**config.mk**
```make
export PLATFORM = sky130hd
export DESIGN_NAME = conv_mac_ctrl_flat
export DESIGN_NICKNAME = d
export VERILOG_FILES = /design/src/rtl/conv_pkg.sv /design/src/rtl/conv_mac_ctrl_if.sv /design/src/rtl/conv_xmem.sv /design/src/rtl/conv_mac_ctrl.sv /design/src/flat_wrapper.sv
export SDC_FILE = /design/constraint.sdc
export NUM_CORES = 1
export LEC_CHECK = 0
export BUFFER_PORTS_ARGS = -buffer_cell sky130_fd_sc_hd__buf_2
export CORE_MARGIN = 2
export CORE_UTILIZATION = 55
export CTS_BUF_LIST = sky130_fd_sc_hd__clkbuf_4 sky130_fd_sc_hd__clkbuf_8 sky130_fd_sc_hd__clkbuf_16
export CTS_CLUSTER_DIAMETER = 150
export CTS_CLUSTER_SIZE = 24
export DETAILED_ROUTE_END_ITERATION = 12
export GPL_TIMING_DRIVEN = 1
export HOLD_SLACK_MARGIN = 0.06
export PLACE_DENSITY = 0.71
export SYNTH_ARGS = -nofsm -noshare
export SYNTH_HDL_FRONTEND = slang
export SYNTH_SLANG_ARGS = --single-unit
export TNS_END_PERCENT = 30
```
**constraint.sdc**
```tcl
create_clock -name clk -period 6.9 [get_ports clk]
set_clock_uncertainty 0.15 [all_clocks]
set_input_delay 1.035 -clock clk [delete_from_list [all_inputs] [get_ports clk]]
set_output_delay 1.035 -clock clk [all_outputs]
set_load 0.05 [all_outputs]
```
**src/rtl/conv_pkg.sv**
```systemverilog
// Shared defaults, derived widths and controller state encoding for the
// 1-D convolution MAC controller.
package conv_pkg;

  localparam int unsigned N_DEF = 30;
  localparam int unsigned M_DEF = 9;
  localparam int unsigned T_DEF = 11;

  localparam int unsigned XA_W  = $clog2(N_DEF);
  localparam int unsigned FA_W  = $clog2(M_DEF);
  localparam int unsigned ACC_W = 2 * T_DEF + $clog2(M_DEF);

  typedef enum logic [1:0] {
    LOAD    = 2'd0,
    COMPUTE = 2'd1,
    OUT     = 2'd2
  } state_e;

endpackage

```
**src/rtl/conv_mac_ctrl_if.sv**
```systemverilog
// Sample stream, coefficient ROM port and result stream of conv_mac_ctrl.
// slave is the controller side; master is the surrounding environment.
interface conv_mac_ctrl_if
  import conv_pkg::*;
#(
  parameter int unsigned T   = T_DEF,
  parameter int unsigned FAW = FA_W
) ();

  logic signed [T-1:0]   s_data_in;
  logic                  s_valid;
  logic                  s_ready;
  logic [FAW-1:0]        f_addr;
  logic signed [T-1:0]   f_data;
  logic signed [T-1:0]   m_data_out;
  logic                  m_valid;
  logic                  m_ready;

  modport slave (
    input  s_data_in, s_valid, f_data, m_ready,
    output s_ready, f_addr, m_data_out, m_valid
  );

  modport master (
    output s_data_in, s_valid, f_data, m_ready,
    input  s_ready, f_addr, m_data_out, m_valid
  );

endinterface

```
**src/rtl/conv_xmem.sv**
```systemverilog
// Input sample buffer: N words of T bits, one write port and one read port
// whose data appears one cycle after the address.
module conv_xmem
  import conv_pkg::*;
#(
  parameter int unsigned N  = N_DEF,
  parameter int unsigned T  = T_DEF,
  parameter int unsigned AW = XA_W
) (
  input  logic                clk,
  input  logic                we_i,
  input  logic [AW-1:0]       wr_addr_i,
  input  logic signed [T-1:0] wr_data_i,
  input  logic [AW-1:0]       rd_addr_i,
  output logic signed [T-1:0] rd_data_o
);

  logic signed [T-1:0] mem_q [N];

  always_ff @(posedge clk) begin
    if (we_i) mem_q[wr_addr_i] <= wr_data_i;
    rd_data_o <= mem_q[rd_addr_i];
  end

endmodule

```
**src/rtl/conv_mac_ctrl.sv**
```systemverilog
// Valid-mode 1-D convolution controller: buffers N samples, then streams
// N-M+1 ReLU-saturated M-tap dot products against an external coefficient ROM.
module conv_mac_ctrl
  import conv_pkg::*;
#(
  parameter int unsigned N = N_DEF,
  parameter int unsigned M = M_DEF,
  parameter int unsigned T = T_DEF
) (
  input  logic            clk,
  input  logic            reset_n,
  conv_mac_ctrl_if.slave  bus
);

  localparam int unsigned XAW    = $clog2(N);
  localparam int unsigned FAW    = $clog2(M);
  localparam int unsigned PW     = 2 * T;
  localparam int unsigned AW     = 2 * T + $clog2(M);
  localparam int unsigned CW     = $clog2(M + 2);
  localparam int unsigned LAST_J = N - M;
  localparam logic signed [AW-1:0] SAT_MAX = AW'((1 << (T - 1)) - 1);

  state_e               state_q;
  logic [XAW-1:0]       wr_ptr_q;
  logic [XAW-1:0]       j_q;
  logic [FAW-1:0]       f_addr_q;
  logic [CW-1:0]        cnt_q;
  logic signed [AW-1:0] acc_q;
  logic                 s_ready_q;
  logic                 m_valid_q;
  logic signed [T-1:0]  m_data_q;

  logic                 x_we_c;
  logic [XAW-1:0]       x_rd_addr_c;
  logic signed [T-1:0]  x_rd;
  logic signed [PW-1:0] prod_c;
  logic                 acc_en_c;

  // ReLU followed by clamp to the largest positive T-bit value.
  function automatic logic signed [T-1:0] relu_sat(input logic signed [AW-1:0] a);
    if (a[AW-1])          return '0;
    else if (a > SAT_MAX) return T'(SAT_MAX);
    else                  return a[T-1:0];
  endfunction

  assign x_we_c      = (state_q == LOAD) && s_ready_q && bus.s_valid;
  assign x_rd_addr_c = j_q + XAW'(f_addr_q);
  assign prod_c      = PW'(x_rd) * PW'(bus.f_data);
  // Tap k is addressed in cycle k after entry and its product lands at count k+1.
  assign acc_en_c    = (cnt_q >= CW'(1)) && (cnt_q <= CW'(M));

  conv_xmem #(
    .N  (N),
    .T  (T),
    .AW (XAW)
  ) u_xmem (
    .clk       (clk),
    .we_i      (x_we_c),
    .wr_addr_i (wr_ptr_q),
    .wr_data_i (bus.s_data_in),
    .rd_addr_i (x_rd_addr_c),
    .rd_data_o (x_rd)
  );

  always_ff @(posedge clk or negedge reset_n) begin
    if (!reset_n) begin
      state_q   <= LOAD;
      wr_ptr_q  <= '0;
      j_q       <= '0;
      f_addr_q  <= '0;
      cnt_q     <= '0;
      acc_q     <= '0;
      s_ready_q <= 1'b1;
      m_valid_q <= 1'b0;
      m_data_q  <= '0;
    end else begin
      case (state_q)
        LOAD: begin
          if (x_we_c) begin
            if (wr_ptr_q == XAW'(N - 1)) begin
              state_q   <= COMPUTE;
              s_ready_q <= 1'b0;
              j_q       <= '0;
              f_addr_q  <= '0;
              cnt_q     <= '0;
              acc_q     <= '0;
            end else begin
              wr_ptr_q <= wr_ptr_q + XAW'(1);
            end
          end
        end
        COMPUTE: begin
          cnt_q <= cnt_q + CW'(1);
          if (f_addr_q != FAW'(M - 1)) f_addr_q <= f_addr_q + FAW'(1);
          if (acc_en_c) acc_q <= acc_q + AW'(prod_c);
          if (cnt_q == CW'(M + 1)) begin
            m_valid_q <= 1'b1;
            m_data_q  <= relu_sat(acc_q);
            state_q   <= OUT;
          end
        end
        OUT: begin
          if (bus.m_ready) begin
            m_valid_q <= 1'b0;
            if (j_q < XAW'(LAST_J)) begin
              j_q      <= j_q + XAW'(1);
              state_q  <= COMPUTE;
              f_addr_q <= '0;
              cnt_q    <= '0;
              acc_q    <= '0;
            end else begin
              wr_ptr_q  <= '0;
              s_ready_q <= 1'b1;
              state_q   <= LOAD;
            end
          end
        end
        default: state_q <= LOAD;
      endcase
    end
  end

  assign bus.s_ready    = s_ready_q;
  assign bus.f_addr     = f_addr_q;
  assign bus.m_data_out = m_data_q;
  assign bus.m_valid    = m_valid_q;

endmodule

```
**src/flat_wrapper.sv**
```systemverilog
// flat-port wrapper written by rule: the top's interface ports become plain ports
module conv_mac_ctrl_flat import conv_pkg::*;
#(
  parameter int unsigned N = N_DEF,
  parameter int unsigned M = M_DEF,
  parameter int unsigned T = T_DEF
)
  (clk, reset_n, bus_s_data_in, bus_s_valid, bus_f_data, bus_m_ready, bus_s_ready, bus_f_addr, bus_m_data_out, bus_m_valid);
  conv_mac_ctrl_if #(.T(T)) bus_i ();
  input  logic clk;
  input  logic reset_n;
  input wire logic [$bits(bus_i.s_data_in)-1:0] bus_s_data_in;
  input wire logic [$bits(bus_i.s_valid)-1:0] bus_s_valid;
  input wire logic [$bits(bus_i.f_data)-1:0] bus_f_data;
  input wire logic [$bits(bus_i.m_ready)-1:0] bus_m_ready;
  output wire logic [$bits(bus_i.s_ready)-1:0] bus_s_ready;
  output wire logic [$bits(bus_i.f_addr)-1:0] bus_f_addr;
  output wire logic [$bits(bus_i.m_data_out)-1:0] bus_m_data_out;
  output wire logic [$bits(bus_i.m_valid)-1:0] bus_m_valid;
  assign bus_i.s_data_in = bus_s_data_in;
  assign bus_i.s_valid = bus_s_valid;
  assign bus_i.f_data = bus_f_data;
  assign bus_i.m_ready = bus_m_ready;
  assign bus_s_ready = bus_i.s_ready;
  assign bus_f_addr = bus_i.f_addr;
  assign bus_m_data_out = bus_i.m_data_out;
  assign bus_m_valid = bus_i.m_valid;
  conv_mac_ctrl #(.N(N), .M(M), .T(T)) u_core (.clk(clk), .reset_n(reset_n), .bus(bus_i));
endmodule
```
# Yosys cells after proc, flatten, opt, wreduce, memory -nomap -nowiden
# Memories as Yosys holds them, arrays and structs flattened. A register that Yosys moved wholly into a read port is not among the register bits.
# Index checks and enable logic that the tools add are counted.
[totals]
ff_bits = 59
mem_bits_rw = 330
n_memories = 1
[memory_table]
columns = ["name", "words", "word_bits", "read_ports", "rd_ports_with_merged_regs", "wr", "line_no", "text"]
rows = [
  ["u_core.u_xmem.mem_q", 30, 11, 1, 1, 1, "conv_xmem.sv:18", "logic signed [T-1:0] mem_q [N];"],
]
[classes]
add_sub_neg = 6
n_mul = 1
order_cmp = 4
eq_ne = 14
n_mux = 41
reduce_logical = 16
[op_table]
columns = ["cell", "count"]
rows = [
  ["$mux W26", 5],
  ["$pmux W26 S3", 1],
  ["$mux W5", 8],
  ["$add A26 B22 Y26", 1],
  ["$gt A26 B11 Y1 const B", 1],
  ["$pmux W4 S3", 2],
  ["$mul A11 B11 Y22", 1],
  ["$mux W11", 2],
  ["$mux W4", 5],
  ["$pmux W5 S2", 2],
  ["$reduce_and A5 Y1", 4],
  ["$reduce_and A6 Y1", 2],
  ["$add A5 B1 Y5 const B", 2],
  ["$ne A2 B2 Y1 const B", 5],
  ["$mux W1", 9],
  ["$add A4 B1 Y4 const B", 2],
  ["$mux W2", 4],
  ["$ne A2 B1 Y1 const B", 4],
  ["$pmux W2 S3", 1],
  ["$add A5 B4 Y5", 1],
  ["$eq A5 B5 Y1 const B", 1],
  ["$lt A5 B5 Y1 const B", 1],
  ["$eq A4 B4 Y1 const B", 1],
  ["$ge A4 B1 Y1 const B", 1],
  ["12 further kinds", 16],
]

# Depth between registers and ports, before layout
# Gate-level depths: netlist (run 1).
[logic_depth]
depth_word = 5
ltp_mapped = 20
mapped_depth_nobuf = 19

# Modules after synthesis
# From an unflattened synthesis (run 1), not the netlist that was laid out.
[unflattened]
cells_unflattened = 1662
area_unflattened_um2 = 22305.1
[by_module_without_submodules]
columns = ["module", "instances", "cells_each", "area_each_um2", "seq_area_each_um2"]
rows = [
  ["conv_xmem", 1, 683, 13317.8, 10129.7],
  ["conv_mac_ctrl", 1, 979, 8987.4, 1477.7],
]

# Least setup slack after synthesis (run 1)
# OpenSTA, ideal clock, no wires.
[synth_timing]
path_type = "input-to-reg"
startpoint = "input port bus_f_data[0]"
endpoint = "register u_core.acc_q[17]"
setup_ps = 120
arrival_time_ps = 5959
required_ps = 6630
path_slack_ps = 670
path_stages = 18
path_buffers = 0
path_cell_list = "and2_1 fa_1 inv_1 fa_1 fa_1 inv_1 fa_1 inv_1 fa_1 inv_1 ha_1 o211ai_1 or3_1 a21oi_1 o21ai_1 a21boi_0 o21ai_0 a31o_2"
[synth_between]
elab_chain_cells = 4
[synth_lines]
columns = ["element", "line_no", "text"]
rows = [
  ["start: declaration", "flat_wrapper.sv:14", "input wire logic [$bits(bus_i.f_data)-1:0] bus_f_data;"],
  ["$mul A11 B11 Y22", "conv_mac_ctrl.sv:48", "assign prod_c = PW'(x_rd) * PW'(bus.f_data);"],
  ["$add A26 B22 Y26", "conv_mac_ctrl.sv:95", "if (acc_en_c) acc_q <= acc_q + AW'(prod_c);"],
  ["$mux W26", "conv_mac_ctrl.sv:95", ""],
  ["$pmux W26 S3", "conv_mac_ctrl.sv:77", "case (state_q)"],
  ["end signal: assignment", "conv_mac_ctrl.sv:95", ""],
  ["end: declaration", "conv_mac_ctrl.sv:28", "logic signed [AW-1:0] acc_q;"],
]
# No other way between the ends. The select of a mux whose other input is x is not followed.
# A chain may end at the register's enable or synchronous reset.

# Worst setup path in the final report (run 1)
[layout_timing]
startpoint = "register u_core.u_xmem.rd_data_o[10], read port of u_core.u_xmem.mem_q"
endpoint = "register u_core.acc_q[23]"
[layout_between]
elab_chain_cells = 4
[layout_lines]
columns = ["element", "line_no", "text"]
rows = [
  ["start: declaration", "conv_xmem.sv:15", "output logic signed [T-1:0] rd_data_o"],
  ["$mul A11 B11 Y22", "conv_mac_ctrl.sv:48", ""],
  ["$add A26 B22 Y26", "conv_mac_ctrl.sv:95", ""],
  ["$mux W26", "conv_mac_ctrl.sv:95", ""],
  ["$pmux W26 S3", "conv_mac_ctrl.sv:77", ""],
]
# No other way between the ends. The select of a mux whose other input is x is not followed.

==> impl_metrics.tcl, run 1 <==
set metrics [dict create \
    yosys_register_bits 400 \
    p_per_area_nw_per_um2 254 \
    run_status "completed" \
    critical_path.slowest_cell "fa_1" \
    min_to "u_core.bus.m_data_out[4]" \
    hold_class "flop to flop" \
    period_share 0.856 \
    track_usage 0.217 \
    yosysTopAreaCellShare 0.452 \
    dpl_cell_area_um2 22600 \
    initial_utilization 0.555 \
    via_per_inst 5.61 \
    yosys.area.top_type "edfxtp_1" \
    drc 0 \
    grt_pass1_vias 12300 \
    cts_tree "built" \
    hold_violations 0 \
    cts_buffers 20 \
    path_cells "nand2_1 > fa_1 > fa_1 > inv_1 > fa_1 > fa_1 > inv_1 > fa_1 > inv_1 > ha_1 > a211oi_1 > nor2_1 > o41ai_1 > o21ai_0 > o21bai_1 > xnor2_1 > o21ai_0" \
    seq_area_um2 11600 \
    critPathMaxStageDelay_ns 0.68 \
    holdCritStartpoint "u_core.bus.m_data_out[4]" \
    synth_compound_area_frac 0.0366 \
    area_growth_pct 6.19 \
    setup_viol 0 \
    synth_mux_area_frac 0.116 \
    ant_nets 0 \
    ys.warnings.count 0 \
    worst_ep_required_time_ns 7.15 \
    h-tree-depth 1 \
    cts.sinks 400 \
    grt_pass1_wl_mm 69.4 \
    maxCapViolCount 0 \
    synth.area.top_cells "edfxtp_1 (45%), fa_1 (14%), mux4_2 (10%)" \
    place_hpwl_mm 30.8 \
    path_clk_slew_ns 0.10 \
    period_needed_ns 5.91 \
    core_um2 39500 \
    die_y_um 204 \
    post_cts_resized 0 \
    wirelength_mm 42.6 \
    wire_per_inst_um 20.7 \
    ios 43 \
    rows 73 \
    antenna_found_initial 0 \
    rsz0062_at_grt "no" \
    die_w_um 204 \
    dieArea_um2 41500 \
    setup_slack_ns 0.995 \
    slew_headroom 0.238 \
    async_flop_share 0.148 \
    total_power_mw 5.92 \
    synthAdderAreaFrac 0.191 \
    globalRouteOverflowTotal 0 \
    synth_top_family_by_area "adder cells" \
    place_ws_ns 0.437 \
    worstMarginPinSlew_ns 1.14 \
    cts_buffer_depth 3 \
    root_buffer "clkbuf_16" \
    gp_congestion 0.874 \
    via_count 11600 \
    multi_input_area_um2 9210 \
    syn_inst 1503 \
    grt_max_degree 60 \
    worstSetupPathType "flop to flop" \
    synth_xor_area_frac 0.0128 \
    slew_violations 0 \
    cpMostUsedCell "fa_1" \
    cp.arrival_ns 6.16 \
    endpoint_kind "flop" \
    cts_setup_buffers 0 \
    fmaxAchievable_mhz 169 \
    clock_latency_ns 0.53 \
    synth_area_um2 21900 \
    holdPathStages 2 \
    timing.rr.start "u_core.u_xmem.rd_data_o[10]" \
    synthSimpleGateAreaFrac 0.0616 \
    io_buffers 42 \
    yosysMostFrequentCell "edfxtp_1" \
    ys_seq_area_frac 0.529 \
    nets 1787 \
    syn_avg_cell_area_um2 14.6 \
    ys.flop_type "edfxtp_1" \
    crit_path_max_fanout 11 \
    r2r-end "u_core.acc_q[23]" \
    max-vdd-ir-drop_mv 0.288 \
    reg2reg_depth 17 \
    p_leak_nw 9.05 \
    syn_nets 1769 \
    r2r_slack_ns 0.99 \
    drt-initial-drc-count 948 \
    drive_gt1_frac 0.145 \
    final_cell_area_um2 23300 \
    synth.distinct_cells 60 \
    holdBufCountCts 0 \
    synth_commonest_cells "edfxtp_1 (330), inv_1 (233), fa_1 (158)" \
    utilization 0.589 \
    cp-start-kind "flop" \
    finalSetupTns_ns 0 \
    nFillCells 3054 \
    synth-edff-count 330 \
    dr.pass1.iters 5 \
]
## state kept, by name (all words and copies together), names as in the netlist, 4 cells and up
register                 flops
u_core.bus.f_addr            4
u_core.acc_q                26
u_core.u_xmem.rd_data_o     11
u_core.u_xmem.mem_q        330
u_core.cnt_q                 4
u_core.bus.m_data_out       11
u_core.j_q                   5
u_core.wr_ptr_q              5
## routing by layer
metal | share of wire | up-vias | track usage
li1 | - | 5257 | -
met4 | 0.017 | 0 | 0.0433
met3 | 0.047 | 45 | 0.0165
met2 | 0.49 | 268 | 0.365
met1 | 0.44 | 5989 | 0.316
met5 | 0 | - | 0
## cell families after synthesis
logic type,Yosys count
multiplexers,126
flip-flops,400
AND/OR/NAND/NOR,290
adder cells (fa/ha/maj),240
XOR/XNOR,32
buffers and inverters,291
AO/OA/AOI/OAI,124
## stage by stage
stage	cells	hold WS, ns
floorplan	1503	0.322
global placement	2024	0.309
detailed placement	2024	0.320
CTS	2060	0.343
global route	2060	0.371
finish	2061	0.338
## worst max path at each step
stage	start	end	slack, ns	depth (start not counted)
detailed placement	bus_f_data[2]	u_core.acc_q[23]	0.44	18
global route	u_core.u_xmem.rd_data_o[10]	u_core.acc_q[23]	0.53	17
floorplan	bus_f_data[0]	u_core.acc_q[17]	0.67	18
global placement	bus_f_data[1]	u_core.acc_q[23]	0.41	20
finish	u_core.u_xmem.rd_data_o[10]	u_core.acc_q[23]	0.99	17
CTS	u_core.u_xmem.rd_data_o[10]	u_core.acc_q[23]	0.96	17
## cell type report
cell class | count | area share
Antenna cell | 1 | 0.000107
Clock buffer | 35 | 0.0271
Clock inverter | 1 | 0.000376
Inverter | 233 | 0.0376
Multi-Input combinational cell | 812 | 0.395
Sequential cell | 400 | 0.498
Tap cell | 525 | 0.0282
Timing Repair Buffer | 54 | 0.0129
## where the power goes
group / switching (mW) / total [mW] / internal, mW
Combinational: 1.15 / 1.96 / 0.804
Clock: 0.715 / 1.35 / 0.634
Sequential: 0.00557 / 2.62 / 2.61
## cells in the final DEF, fill, tap and decap left out, types with 8 or more instances in the layout
master	Yosys	layout
buf_4	1	12
o21ai_0	38	38
clkbuf_16	0	21
nor2b_1	12	12
nand2_1	125	125
xor2_1	14	14
xnor2_1	18	16
o31ai_1	11	11
nor2_1	64	64
mux4_2	99	99
ha_1	82	81
clkbuf_4	0	14
and2_1	43	43
dfxtp_1	11	11
buf_2	12	42
a22o_1	8	8
a21oi_1	25	25
inv_1	233	233
fa_1	158	157
edfxtp_1	330	330
mux2_2	17	17
dfrtp_1	58	58
## critical path: cells and delay by family (launching register included)
kind / cells / cell delay (ns)
AOI/OAI and AO/OA: 5 / 1.27
xor gates and xnor gates: 1 / 0.14
adders and majority gates: 6 / 3.03
buffers and inverters: 3 / 0.14
DFF: 1 / 0.65
and+or+nand+nor: 2 / 0.37
Power figures use the tool's default switching activity.
==> run 2: changes to the inputs <==
--- a/config.mk
+++ b/config.mk
@@ -17,5 +17,6 @@
 export PLACE_DENSITY = 0.71
 export SYNTH_ARGS = -nofsm -noshare
 export SYNTH_HDL_FRONTEND = slang
+export SYNTH_HIERARCHICAL = 1
 export SYNTH_SLANG_ARGS = --single-unit
 export TNS_END_PERCENT = 30
==> run 2 against run 1 <==
Compared with the run above:
- global-route usage grew 1.7 points
- highest routed layer unchanged
- critical endpoint is now u_core/acc_q[23]
- critical path depth grew 1
- routed wire length grew 10%
- cell count grew 7.5%
- largest cell class unchanged
- die area grew 1.7%
- design area grew 1.3%
- first-iteration DRC count grew 31%
- worst hold slack lost 0.0060 ns
- clock-buffer cell count is the same
- maximum frequency shrank 4.7%
==> impl_metrics.tcl, run 2 <==
set metrics [dict create \
    run_status "completed" \
    worstSetupPathType "input port to flop" \
    place_hpwl_mm 33.3 \
    crit_path_start "bus_f_data[2]" \
    hold_class "flop to flop" \
    wirelength_mm 47.1 \
    ys_seq_area_frac 0.520 \
    period_needed_ns 6.20 \
    cts.sinks 400 \
    multi_input_area_um2 9450 \
    holdBufCountCts 0 \
    synth-edff-count 330 \
    drc 0 \
    dieArea_um2 42200 \
    yosysMostFrequentCell "edfxtp_1" \
    path_clk_slew_ns 0.10 \
    seq_area_um2 11600 \
    slew_headroom 0.209 \
    largest_register_ffs 330 \
    yosys.area.top_type "edfxtp_1" \
    ios 43 \
    endpoint_kind "flop" \
    cts_tree "built" \
    globalRouteOverflowTotal 0 \
    syn_inst 1662 \
    antenna_cells 0 \
    grt_max_degree 63 \
    antenna_found_initial 0 \
    cpMostUsedCell "fa_1" \
    area_growth_pct 5.72 \
    layout_common_cells "edfxtp_1 (330), inv_1 (236), fa_1 (158), nand2_1 (152), ha_1 (79)" \
    rsz0062_at_grt "no" \
    root_buffer "clkbuf_16" \
    synth_area_um2 22300 \
    die_w_um 205 \
    ys.warnings.count 6 \
    finalSetupTns_ns 0 \
    period_share 0.898 \
    drt-initial-drc-count 1239 \
    drive_gt1_frac 0.105 \
    timing.rr.start "u_core/u_xmem/rd_data_o[10]" \
    path_cells "buf_2 > nand2_1 > fa_1 > fa_1 > fa_1 > inv_1 > fa_1 > inv_1 > fa_1 > inv_1 > ha_1 > nand2_1 > nor2b_1 > nand4b_1 > a21boi_0 > nor4_1 > or4_1 > nand3_1" \
    holdCritStartpoint "u_core/bus.m_data_out[4]" \
    syn_avg_cell_area_um2 13.4 \
    clock_latency_ns 0.55 \
    dr.pass1.iters 6 \
    dpl_cell_area_um2 22900 \
    worst_ep_required_time_ns 7.24 \
    h-tree-depth 1 \
    crit_family "adder cells" \
    worstMarginPinSlew_ns 1.18 \
    post_cts_resized 0 \
    cts_buffer_depth 3 \
    critPathMaxStageDelay_ns 0.77 \
    top_register "u_core/u_xmem/mem_q" \
    yosysTopAreaCellShare 0.444 \
    ys.flop_type "edfxtp_1" \
    io_buffers 42 \
    cts_setup_buffers 0 \
    ant_nets 0 \
    critical_path.slowest_cell "fa_1" \
    via_count 13000 \
    setup_viol 0 \
    nFillCells 3117 \
    synth.area.top_cells "edfxtp_1 (44%), fa_1 (14%), dfrtp_1 (6.5%)" \
    nets 1941 \
    final_cell_area_um2 23600 \
    grt_pass1_vias 13400 \
    yosys_register_bits 400 \
    critical_path_buf_inv_count 4 \
    maxCapViolCount 0 \
    wire_per_inst_um 21.2 \
    initial_utilization 0.559 \
    die_y_um 205 \
    crit_path_max_fanout 11 \
    track_usage 0.233 \
    async_flop_share 0.148 \
    cp.arrival_ns 6.53 \
    fmaxAchievable_mhz 161 \
    top_regs "u_core/u_xmem/mem_q: 330 flops, u_core/acc_q: 26 flops" \
    final_common_cell "edfxtp_1" \
    gp_congestion 0.860 \
    cts_buffers 20 \
    hold_violations 0 \
    syn_nets 1926 \
    rows 73 \
    synth.distinct_cells 68 \
    synth_commonest_cells "edfxtp_1 (330), inv_1 (236), fa_1 (158)" \
    cp-start-kind "input port" \
    slew_violations 0 \
    grt_pass1_wl_mm 75.2 \
    via_per_inst 5.88 \
    core_um2 39900 \
]
## run 2: cells by family (layout without fill, tap and decap cells)
family          count (synthesis)  count (layout)  synth area share
compound gates                185             185            0.0577
xor+xnor                       30              30            0.0118
fa+ha+maj                     238             238             0.187
buf+inv                       303             332            0.0573
flops                         400             400             0.520
mux                           140             140            0.0877
simple gates                  366             366            0.0784
## run 2: path summary, 6_finish.rpt
kind	end	slack [ns]	cells after the start
max reg2reg	u_core/acc_q[23]	0.76	17
max in group asynchronous	u_core/bus.f_addr[0]	5.61	2
min reg2reg	u_core/bus.m_data_out[4]	0.33	2
max	u_core/acc_q[23]	0.70	18
min in group asynchronous	u_core/acc_q[2]	0.49	2
min	u_core/bus.m_data_out[4]	0.33	2
## run 2: layout make-up
class,instances,area share
Tap cell,525,0.0279
Multi-Input combinational cell,959,0.401
Timing Repair Buffer,59,0.0143
Inverter,237,0.0377
Clock inverter,1,0.000371
Sequential cell,400,0.492
Clock buffer,35,0.0267
## run 2: per-stage QoR
step            util  hold slack (ns)  instances  setup slack [ns]
6_report       0.591            0.332       2216             0.704
2_1_floorplan      -            0.321       1662             0.597
4_1_cts        0.591            0.340       2216             0.790
3_3_place_gp   0.575            0.311       2180             0.361
5_1_grt        0.591            0.360       2216             0.390
3_5_place_dp   0.575            0.315       2180             0.236
## run 2: metal layers
layer | routed length (um) | part of all wire | track usage | vias to the layer above
li1 | - | - | - | 5786
met1 | 19500 | 0.41 | 0.321 | 6754
met2 | 23900 | 0.51 | 0.405 | 417
met3 | 2740 | 0.058 | 0.0249 | 62
met4 | 933 | 0.020 | 0.0501 | 0
met5 | 0 | 0 | 0 | -
## run 2: worst reg2reg max path: stages, from the launching register on
cell      delay (ns)
dfxtp_1         0.59
nand2_1         0.21
fa_1            0.81
fa_1            0.51
fa_1            0.51
inv_1           0.05
fa_1            0.53
inv_1           0.05
fa_1            0.54
inv_1           0.05
ha_1            0.38
nand2_1         0.09
nor2b_1         0.21
nand4b_1        0.13
a21boi_0        0.55
nor4_1          0.13
or4_1           0.50
nand3_1         0.09
Power of run 2 is not shown: default switching activity piles up to over one toggle a cycle in this logic, so the estimate is an artifact.
==> run 3: changes to the inputs <==
--- a/config.mk
+++ b/config.mk
@@ -7,14 +7,14 @@
 export LEC_CHECK = 0
 export BUFFER_PORTS_ARGS = -buffer_cell sky130_fd_sc_hd__buf_2
 export CORE_MARGIN = 2
-export CORE_UTILIZATION = 55
+export CORE_UTILIZATION = 60
 export CTS_BUF_LIST = sky130_fd_sc_hd__clkbuf_4 sky130_fd_sc_hd__clkbuf_8 sky130_fd_sc_hd__clkbuf_16
 export CTS_CLUSTER_DIAMETER = 150
 export CTS_CLUSTER_SIZE = 24
 export DETAILED_ROUTE_END_ITERATION = 12
 export GPL_TIMING_DRIVEN = 1
 export HOLD_SLACK_MARGIN = 0.06
-export PLACE_DENSITY = 0.71
+export PLACE_DENSITY = 0.77
 export SYNTH_ARGS = -nofsm -noshare
 export SYNTH_HDL_FRONTEND = slang
 export SYNTH_HIERARCHICAL = 1
==> run 3 against run 2 <==
Compared with the run above:
- cell count shrank 2.4%
- design area shrank 0.21%
- sequential cell count is the same
- critical path depth is the same
- register-to-register slack lost 0.05 ns
- die area shrank 8.2%
- global-route usage grew 2.2 points
- via count grew 1.2%
- maximum frequency shrank 1.3%
- non-clock buffer count grew 4
- first-iteration DRC count shrank 1.4%
- routed wire length grew 0.76%
- critical path type unchanged
==> impl_metrics.tcl, run 3 (synthesis results as in run 2) <==
set metrics [dict create \
    run_status "completed" \
    place_hpwl_mm 33.2 \
    critical_path.slowest_cell "fa_1" \
    setup_viol 0 \
    path_clk_slew_ns 0.09 \
    antenna_cells 0 \
    largest_register_ffs 330 \
    stdcell_count 2163 \
    drive_gt1_frac 0.107 \
    cts_tree "built" \
    finalSetupTns_ns 0 \
    h-tree-depth 1 \
    ant_nets 0 \
    slew_violations 0 \
    top_regs "u_core/u_xmem/mem_q: 330 flops, u_core/acc_q: 26 flops" \
    top_register "u_core/u_xmem/mem_q" \
    dr.pass1.iters 7 \
    io_buffers 42 \
    rows 70 \
    post_cts_resized 0 \
    placed_cells 2127 \
    die_w_um 197 \
    layout_common_cells "edfxtp_1 (330), inv_1 (236), fa_1 (158), nand2_1 (152), ha_1 (79)" \
    core_um2 36600 \
    wire_per_inst_um 21.9 \
    antenna_found_initial 0 \
    grt_pass1_vias 13700 \
    multi_input_area_um2 9450 \
    final_common_cell "edfxtp_1" \
    gp_congestion 0.878 \
    worst_ep_required_time_ns 7.21 \
    cts_buffer_depth 3 \
    crit_path_max_fanout 8 \
    track_usage 0.255 \
    seq_area_um2 11600 \
    via_per_inst 6.09 \
    area_growth_pct 5.50 \
    ios 43 \
    nFillCells 2620 \
    grt_pass1_wl_mm 75.6 \
    dieArea_um2 38700 \
    via_count 13200 \
    cp-start-kind "input port" \
    slew_headroom 0.198 \
    maxCapViolCount 0 \
    cpMostUsedCell "fa_1" \
    cts_setup_buffers 0 \
    nets 1945 \
    utilization 0.643 \
    cts.sinks 400 \
    hold_class "flop to flop" \
    cp.arrival_ns 6.59 \
    grt_max_degree 60 \
    fmaxAchievable_mhz 159 \
    worstMarginPinSlew_ns 1.20 \
    drt-initial-drc-count 1222 \
    hold_violations 0 \
    path_cells "buf_2 > nand2_1 > fa_1 > fa_1 > fa_1 > inv_1 > fa_1 > inv_1 > fa_1 > inv_1 > ha_1 > nand2_1 > nor2b_1 > nand4b_1 > a21boi_0 > nor4_1 > or4_1 > nand3_1" \
    globalRouteOverflowTotal 0 \
    clock_latency_ns 0.55 \
    timing.hold.ws_ns 0.334 \
    drc 0 \
    die_y_um 197 \
    period_needed_ns 6.28 \
    cts_buffers 20 \
    period_share 0.910 \
    endpoint_kind "flop" \
    initial_utilization 0.609 \
    rsz0062_at_grt "no" \
    root_buffer "clkbuf_16" \
    worstSetupPathType "input port to flop" \
    wirelength_mm 47.4 \
    holdBufCountCts 0 \
    critPathMaxStageDelay_ns 0.78 \
]
[run 3: path summary, 6_finish.rpt]
path | start | end | slack (ns) | cells after the start
setup reg to reg | u_core/u_xmem/rd_data_o[1] | u_core/acc_q[23] | 0.71 | 17
hold reg to reg | u_core/bus.m_data_out[2] | u_core/bus.m_data_out[2] | 0.33 | 2
min in group asynchronous | reset_n | u_core/acc_q[19] | 0.49 | 2
hold / removal | u_core/bus.m_data_out[2] | u_core/bus.m_data_out[2] | 0.33 | 2
setup / recovery | bus_f_data[2] | u_core/acc_q[23] | 0.62 | 18
max in group asynchronous | reset_n | u_core/cnt_q[0] | 5.58 | 2
[run 3: worst max-delay path: cells and delay by family]
| family | cells | cell delay [ns] |
|---|---|---|
| AO/OA/AOI/OAI | 1 | 0.58 |
| buffers and inverters | 4 | 0.36 |
| AND/OR/NAND/NOR | 7 | 1.34 |
| adder cells (fa/ha/maj) | 6 | 3.25 |
[run 3: through the flow]
stage	setup WS (ns)	instance area [um2]
final	0.622	23500
after global routing	0.359	23500
after CTS	0.725	23500
after detailed placement	0.208	22900
after global placement	0.384	22900
after floorplan	0.597	22300
[run 3: per-layer routing]
layer | up-vias | part of all wire | track usage
met4 | 0 | 0.025 | 0.0696
met1 | 6799 | 0.41 | 0.356
met2 | 495 | 0.51 | 0.438
met5 | - | 0 | 0
met3 | 76 | 0.061 | 0.0214
li1 | 5803 | - | -
[run 3: area by class of cell]
| type | count | share of cell area |
|---|---|---|
| clock buffers | 34 | 0.0257 |
| clock inverters | 2 | 0.00106 |
| inverters | 237 | 0.0378 |
| multi-input cells | 959 | 0.402 |
| flip-flops and latches | 400 | 0.493 |
| well taps | 468 | 0.0249 |
| repair buffers | 63 | 0.0156 |
Power of run 3 is left out for the same reason.
